===== config.mk =====
export PLATFORM = sky130hd
export DESIGN_NAME = boot_uart_ctrl
export DESIGN_NICKNAME = d
export VERILOG_FILES = /design/src/rtl/boot_uart_ctrl.sv
export SDC_FILE = /design/constraint.sdc
export NUM_CORES = 1
export LEC_CHECK = 0
export BUFFER_PORTS_ARGS = -buffer_cell sky130_fd_sc_hd__buf_2
export CAP_MARGIN = 20
export CORE_MARGIN = 2
export CORE_UTILIZATION = 56
export DETAILED_ROUTE_END_ITERATION = 6
export PLACE_DENSITY_LB_ADDON = 0.2
export RECOVER_POWER = 100
export SLEW_MARGIN = 15
export SYNTH_ARGS = -nofsm -noshare
export SYNTH_HDL_FRONTEND = slang
export SYNTH_SLANG_ARGS = --single-unit
export TNS_END_PERCENT = 1

===== constraint.sdc =====
create_clock -name clk -period 7.3 [get_ports clk]
set_clock_uncertainty 0.05 [all_clocks]
set_input_delay 0.73 -clock clk [delete_from_list [all_inputs] [get_ports clk]]
set_output_delay 0.73 -clock clk [all_outputs]
set_load 0.05 [all_outputs]

===== src/rtl/boot_uart_ctrl.sv =====
// Bootloader command sequencer: assembles little-endian headers from UART bytes,
// then streams payload words into IMEM or streams DMEM words back over UART.
module boot_uart_ctrl #(
  parameter int ADDR_WIDTH     = 11,
  parameter int DATA_WIDTH     = 32,
  parameter int TIMEOUT_CYCLES = 500000
) (
  input  logic                  clk,
  input  logic                  rst_n,
  input  logic [7:0]            rx_data,
  input  logic                  rx_valid,
  output logic [7:0]            tx_data,
  output logic                  tx_valid,
  input  logic                  tx_ready,
  output logic                  imem_we,
  output logic [ADDR_WIDTH-1:0] imem_addr,
  output logic [DATA_WIDTH-1:0] imem_wdata,
  output logic                  dmem_req,
  input  logic                  dmem_gnt,
  output logic [ADDR_WIDTH-1:0] dmem_addr,
  input  logic [DATA_WIDTH-1:0] dmem_rdata,
  output logic                  cpu_hold,
  output logic                  busy,
  output logic                  err_timeout
);

  localparam int TW = $clog2(TIMEOUT_CYCLES + 1);

  typedef enum logic [2:0] {
    S_IDLE, S_HDR, S_DECODE, S_WR_COLLECT, S_WR_COMMIT, S_RD_REQ, S_RD_WAIT, S_RD_SEND
  } state_t;

  state_t                r_state, w_next;
  logic [DATA_WIDTH-1:0] r_word;
  logic [1:0]            r_byte_cnt;
  logic [ADDR_WIDTH-1:0] r_start;
  logic [15:0]           r_ndata;
  logic [15:0]           r_idx;
  logic [TW-1:0]         r_tmo;
  logic                  r_err;

  logic [ADDR_WIDTH-1:0] w_addr;
  logic                  w_last_word;
  logic                  w_tmo_run;
  logic                  w_tmo_hit;
  logic                  w_hdr_wr;
  logic [15:0]           w_hdr_ndata;

  assign w_addr      = r_start + r_idx[ADDR_WIDTH-1:0];
  assign w_last_word = (r_idx + 16'd1) == r_ndata;
  assign w_hdr_wr    = r_word[31];
  assign w_hdr_ndata = r_word[15:0];
  assign w_tmo_run   = (r_state == S_HDR) || (r_state == S_WR_COLLECT);
  // A byte in the expiry cycle wins: the hit is suppressed and the counter clears.
  assign w_tmo_hit   = w_tmo_run && !rx_valid && (r_tmo == TW'(TIMEOUT_CYCLES - 1));

  assign tx_data     = r_word[7:0];
  assign imem_addr   = w_addr;
  assign imem_wdata  = r_word;
  assign dmem_addr   = w_addr;
  assign err_timeout = r_err;

  // NOTE: sequential state uses non-blocking assignments so every register samples pre-edge values.
  always_ff @(posedge clk or negedge rst_n) begin
    if (!rst_n) r_state <= S_IDLE;
    else        r_state <= w_next;
  end

  // NOTE: every output of this block gets a default first, so no path can infer a latch.
  always_comb begin
    w_next   = r_state;
    busy     = (r_state != S_IDLE);
    cpu_hold = (r_state == S_WR_COLLECT) || (r_state == S_WR_COMMIT);
    imem_we  = (r_state == S_WR_COMMIT);
    dmem_req = (r_state == S_RD_REQ);
    tx_valid = (r_state == S_RD_SEND);
    case (r_state)
      S_IDLE:       if (rx_valid) w_next = S_HDR;
      S_HDR: begin
        if (w_tmo_hit)                          w_next = S_IDLE;
        else if (rx_valid && r_byte_cnt == 2'd3) w_next = S_DECODE;
      end
      S_DECODE: begin
        if (w_hdr_ndata == 16'd0) w_next = S_IDLE;
        else if (w_hdr_wr)        w_next = S_WR_COLLECT;
        else                      w_next = S_RD_REQ;
      end
      S_WR_COLLECT: begin
        if (w_tmo_hit)                          w_next = S_IDLE;
        else if (rx_valid && r_byte_cnt == 2'd3) w_next = S_WR_COMMIT;
      end
      S_WR_COMMIT:  w_next = w_last_word ? S_IDLE : S_WR_COLLECT;
      S_RD_REQ:     if (dmem_gnt) w_next = S_RD_WAIT;
      S_RD_WAIT:    w_next = S_RD_SEND;
      S_RD_SEND: begin
        if (tx_ready && r_byte_cnt == 2'd3) w_next = w_last_word ? S_IDLE : S_RD_REQ;
      end
      default:      w_next = S_IDLE;
    endcase
  end

  always_ff @(posedge clk or negedge rst_n) begin
    if (!rst_n) begin
      r_word     <= '0;
      r_byte_cnt <= '0;
      r_start    <= '0;
      r_ndata    <= '0;
      r_idx      <= '0;
      r_tmo      <= '0;
      r_err      <= 1'b0;
    end else begin
      r_err <= w_tmo_hit;
      if (rx_valid || !w_tmo_run || w_tmo_hit) r_tmo <= '0;
      else                                     r_tmo <= r_tmo + TW'(1);

      case (r_state)
        S_IDLE: begin
          if (rx_valid) begin
            r_word     <= {rx_data, r_word[DATA_WIDTH-1:8]};
            r_byte_cnt <= 2'd1;
          end
        end
        S_HDR, S_WR_COLLECT: begin
          if (w_tmo_hit) begin
            r_byte_cnt <= '0;
          end else if (rx_valid) begin
            r_word     <= {rx_data, r_word[DATA_WIDTH-1:8]};
            r_byte_cnt <= r_byte_cnt + 2'd1;
          end
        end
        S_DECODE: begin
          r_start    <= r_word[16 +: ADDR_WIDTH];
          r_ndata    <= w_hdr_ndata;
          r_idx      <= '0;
          r_byte_cnt <= '0;
          // A payload byte landing in the decode cycle is kept as byte 0 of word 0.
          if (rx_valid && w_hdr_wr && w_hdr_ndata != 16'd0) begin
            r_word     <= {rx_data, r_word[DATA_WIDTH-1:8]};
            r_byte_cnt <= 2'd1;
          end
        end
        S_WR_COMMIT: begin
          r_idx <= r_idx + 16'd1;
          if (rx_valid && !w_last_word) begin
            r_word     <= {rx_data, r_word[DATA_WIDTH-1:8]};
            r_byte_cnt <= 2'd1;
          end
        end
        S_RD_WAIT: begin
          r_word     <= dmem_rdata;
          r_byte_cnt <= '0;
        end
        S_RD_SEND: begin
          if (tx_ready) begin
            r_word     <= {8'd0, r_word[DATA_WIDTH-1:8]};
            r_byte_cnt <= r_byte_cnt + 2'd1;
            if (r_byte_cnt == 2'd3) r_idx <= r_idx + 16'd1;
          end
        end
        default: ;
      endcase
    end
  end

endmodule


==> impl_results.html <==
<table>
<tr><th>Metric</th><th>Value</th></tr>
<tr><th colspan="2">Logic synthesis</th></tr>
<tr><td>Synth cell count leaders</td><td>dfrtp_1 (100), nand2_1 (54), mux2_2 (52)</td></tr>
<tr><td>Post-Synthesis Net Count</td><td>673</td></tr>
<tr><td>Count of flip-flops with a built-in enable after synthesis</td><td>0</td></tr>
<tr><td>Leading cell type by number of instances after synthesis</td><td>dfrtp_1</td></tr>
<tr><td>Ranking of synthesized cells by area</td><td>dfrtp_1 (40%), mux2_2 (9.3%), mux2_4 (6.9%), xor2_1 (3.5%), nand2_1 (3.2%)</td></tr>
<tr><td>Sequential cell area fraction in the yosys report</td><td>39.68%</td></tr>
<tr><td>Fraction of synthesized cell area taken by the top area cell type</td><td>39.68%</td></tr>
<tr><td>Commonest register cell after synthesis</td><td>dfrtp_1</td></tr>
<tr><td>Post-synthesis sequential element count</td><td>100</td></tr>
<tr><td>Instance count of the mapped netlist</td><td>614</td></tr>
<tr><td>Post-synth design cell area</td><td>6306 um^2</td></tr>
<tr><td>Mean area per synthesized cell</td><td>10.27 um^2</td></tr>
<tr><td>Post-synth cell types</td><td>72</td></tr>
<tr><td>Warnings, synthesis</td><td>0</td></tr>
<tr><td>Post-synth ARST share</td><td>100.0%</td></tr>
<tr><td>Library cell occupying the most area in the post-synthesis netlist</td><td>dfrtp_1</td></tr>
<tr><th colspan="2">GRT</th></tr>
<tr><td>Gr ovfl total</td><td>0</td></tr>
<tr><td>Aggregate global-route resource usage</td><td>25.95%</td></tr>
<tr><td>Initial antenna violation count</td><td>0</td></tr>
<tr><td>First-pass GRT wire length</td><td>24,060 um</td></tr>
<tr><td>Maximum number of pins on one net before global-route repair</td><td>82</td></tr>
<tr><td>Vias in the first global route</td><td>4,658</td></tr>
<tr><th colspan="2">Route</th></tr>
<tr><td>Total length of routed met3 wires</td><td>786 um</td></tr>
<tr><td>Antenna violation net count after detailed routing</td><td>0</td></tr>
<tr><td>Wire length reported by the detailed router</td><td>14,920 um</td></tr>
<tr><td>Average vias per placed instance</td><td>5.880</td></tr>
<tr><td>Top Metal Used</td><td>met4</td></tr>
<tr><td>Detailed-route wire length per cell</td><td>17.85 um</td></tr>
<tr><td>Routed wl met2</td><td>7253 um</td></tr>
<tr><td>Number of detailed-routing iterations run before antenna repair</td><td>5</td></tr>
<tr><td>Number of vias in the routed layout</td><td>4,916</td></tr>
<tr><td>Number of DRC violations after detailed routing</td><td>0</td></tr>
<tr><td>Iteration-0 DRC count of the detailed router</td><td>344</td></tr>
<tr><td>Routed metal-1 wirelength</td><td>6727 um</td></tr>
<tr><th colspan="2">Timing</th></tr>
<tr><td>Transition time of the tightest slew-check pin</td><td>1.988 ns</td></tr>
<tr><td>Slew Limit Headroom</td><td>-32.51%</td></tr>
<tr><td>Max-slew violation count</td><td>38</td></tr>
<tr><td>Total negative slack</td><td>0 ns</td></tr>
<tr><td>Achievable frequency</td><td>230.9 MHz</td></tr>
<tr><td>Final-report hold violation count</td><td>0</td></tr>
<tr><td>Final clock period utilization by the worst path</td><td>59.32%</td></tr>
<tr><td>Final Critical Period</td><td>4.330 ns</td></tr>
<tr><td>Minimum setup slack in the final design</td><td>2.970 ns</td></tr>
<tr><td>RSZ-0062 raised after global routing</td><td>no</td></tr>
<tr><td>Endpoints failing setup</td><td>0</td></tr>
<tr><th colspan="2">Clock tree</th></tr>
<tr><td>Post-cts repair resize count</td><td>0</td></tr>
<tr><td>Worst-case clock buffer depth</td><td>2</td></tr>
<tr><td>Clock-pin slew of the registers on the worst-case setup and hold paths</td><td>0.07 ns</td></tr>
<tr><td>CTS HTree Levels</td><td>3</td></tr>
<tr><td>Post-CTS Setup Inserts</td><td>0</td></tr>
<tr><td>Sink count of the clock tree</td><td>100</td></tr>
<tr><td>Root buf cell</td><td>clkbuf_16</td></tr>
<tr><td>Clock network latency to the later pin of the worst-skew pair</td><td>0.35 ns</td></tr>
<tr><td>Cts hold-fix bufs</td><td>0</td></tr>
<tr><td>Clock tree from TritonCTS</td><td>built</td></tr>
<tr><td>Number of CTS-inserted buffers</td><td>9</td></tr>
<tr><th colspan="2">Placed design</th></tr>
<tr><td>Port bufs</td><td>112</td></tr>
<tr><td>Pre-CTS worst setup slack</td><td>3.886 ns</td></tr>
<tr><td>Placed cell area</td><td>6699 um^2</td></tr>
<tr><td>Routability congestion estimate from global placement</td><td>0.9439</td></tr>
<tr><td>Detail Placement HPWL</td><td>10,780 um</td></tr>
<tr><th colspan="2">Worst setup path</th></tr>
<tr><td>Family with the most delay on the worst path</td><td>buffers and inverters</td></tr>
<tr><td>Reg-to-reg setup timing slack</td><td>2.97 ns</td></tr>
<tr><td>Arrival @ worst endpoint</td><td>4.51 ns</td></tr>
<tr><td>Crit end category</td><td>flip-flop</td></tr>
<tr><td>Reg2Reg Depth</td><td>7</td></tr>
<tr><td>Largest fanout on the critical path</td><td>37</td></tr>
<tr><td>Cell chain of the critical path</td><td>nand2b_1 &gt; nor2_2 &gt; clkbuf_1 &gt; nand3_1 &gt; a21oi_1 &gt; nand3_4 &gt; mux2_1</td></tr>
<tr><td>Critical Path Slowest Stage Cell</td><td>clkbuf_1</td></tr>
<tr><td>Startpoint of the most critical setup path</td><td>r_state[1]</td></tr>
<tr><td>Critical setup path kind</td><td>reg2reg</td></tr>
<tr><td>Endpoint required time on the critical path</td><td>7.48 ns</td></tr>
<tr><td>Worst R2R Start</td><td>r_state[1]</td></tr>
<tr><td>Terminus of the critical flop-to-flop path</td><td>imem_wdata[14]</td></tr>
<tr><td>Buffers and inverters on the worst path</td><td>1</td></tr>
<tr><td>Type of element launching the critical path</td><td>flip-flop</td></tr>
<tr><td>Worst stage delay on the critical path</td><td>1.43 ns</td></tr>
<tr><th colspan="2">Floorplanning</th></tr>
<tr><td>Floorplan row count</td><td>38</td></tr>
<tr><td>Initial standard-cell utilization of the core</td><td>57.67%</td></tr>
<tr><td>CORE AREA</td><td>10,940 um^2</td></tr>
<tr><td>I/O pin count</td><td>113</td></tr>
<tr><td>Total die area</td><td>12,130 um^2</td></tr>
<tr><td>Die Span Y</td><td>110.1 um</td></tr>
<tr><td>Die width</td><td>110.1 um</td></tr>
<tr><th colspan="2">Cells and area</th></tr>
<tr><td>Antenna diode instance count</td><td>0</td></tr>
<tr><td>Final nets</td><td>750</td></tr>
<tr><td>Layout Utilization</td><td>62.13%</td></tr>
<tr><td>Design Area, Final</td><td>6794 um^2</td></tr>
<tr><td>Share of final-layout standard cells stronger than drive strength 1</td><td>18.53%</td></tr>
<tr><td>P&amp;R area growth vs syn</td><td>7.738%</td></tr>
<tr><th colspan="2">Pwr</th></tr>
<tr><td>Overall power</td><td>3.260 mW</td></tr>
<tr><td>Int Power</td><td>1.501 mW</td></tr>
<tr><td>Clock group share of total power</td><td>14.5%</td></tr>
<tr><td>Max rail drop VDD</td><td>563.2 uV</td></tr>
<tr><td>Part of the power in combinational logic</td><td>55.5%</td></tr>
<tr><td>Net Sw Frac</td><td>53.96%</td></tr>
<tr><td>Static leakage</td><td>3.024 nW</td></tr>
<tr><td>PwrDens</td><td>479.8 nW/um^2</td></tr>
<tr><td>Reported net switching power</td><td>1.759 mW</td></tr>
<tr><td>Part of the total power dissipated in sequential elements</td><td>30.0%</td></tr>
<tr><th colspan="2">Job</th></tr>
<tr><td>Max-capacitance violation count</td><td>1</td></tr>
<tr><th colspan="2">Run status</th></tr>
<tr><td>Status</td><td>finished with violations</td></tr>
<tr><td>Failing checks</td><td>capacitance limit, slew limit</td></tr>
<tr><th colspan="2">Min path</th></tr>
<tr><td>Number of stages on the worst hold path</td><td>1</td></tr>
<tr><td>Path category of the worst min-delay check</td><td>reg2reg</td></tr>
<tr><td>Worst hold path endpoint</td><td>r_tmo[0]</td></tr>
<tr><td>Worst Hold Launch</td><td>r_tmo[0]</td></tr>
</table>
## sequential cells by signal (all words and copies together), names as in the netlist
name,cells
r_tmo,19
r_byte_cnt,2
imem_wdata,32
r_idx,16
err_timeout,1
r_ndata,16
r_state,3
r_start,11
## layer usage
metal	global-route usage, %	vias to the layer above
li1	-	2329
met5	0	-
met4	5.357	0
met3	6.055	16
met1	35.08	2418
met2	42.90	153
## cells in the final DEF, fill, tap and decap left out, types with 8 or more instances in the layout
cell type,n
o21ai_0,36
clkbuf_1,71
nand2_1,54
xor2_1,25
clkbuf_16,9
xnor2_1,16
ha_1,13
mux2_2,52
nand4_1,9
nand3_1,21
inv_1,21
mux2_1,29
buf_2,43
nor3_1,9
nor2_1,48
dfrtp_1,100
a21oi_1,16
nor2b_1,8
## power by group through the flow
| stage | sequential [mW] | combinational [mW] | clock (mW) |
|---|---|---|---|
| 2_1_floorplan | 1.17 | 1.55 | 0 |
| 3_3_place_gp | 0.974 | 1.96 | 0 |
| 3_5_place_dp | 0.982 | 2.00 | 0 |
| 4_1_cts | 0.973 | 2.01 | 0.481 |
| 5_1_grt | 1.00 | 1.94 | 0.507 |
| 6_report | 0.977 | 1.81 | 0.473 |
## worst max-delay path by stage
stage,end,slack (ns),cells past startpoint
after floorplan,imem_addr[9],2.62,8
after global placement,imem_addr[10],4.09,11
after detailed placement,dmem_addr[10],3.89,11
after CTS,dmem_addr[10],3.49,11
after global routing,imem_wdata[26],2.65,7
final,imem_wdata[14],2.97,7
## cell type report
class / count / area (um^2)
sequential: 100 / 2502
tap: 140 / 175.2
timing repair buffer: 116 / 516.7
multi-input combinational: 443 / 3222
clock buffer: 9 / 225.2
inverter: 21 / 78.83
clock inverter: 7 / 73.82
fill: 946 / 4141
## through the flow
step           instances  hold WS, ns
2_1_floorplan        614       0.3844
3_3_place_gp         819       0.4194
3_5_place_dp         819       0.4249
4_1_cts              835       0.2056
5_1_grt              836       0.4472
6_report             836       0.4396
## cell families (layout without fill, tap and decap cells)
family	count (synthesis)	after routing	share of synthesized area, %
compound gates	101	101	10.46
xor+xnor	42	42	6.071
fa+ha+maj	14	14	2.897
buf+inv	71	153	7.143
flops	100	100	39.68
mux	82	82	16.35
simple gates	204	204	17.40
No activity file was read; power rests on OpenSTA's default activity.
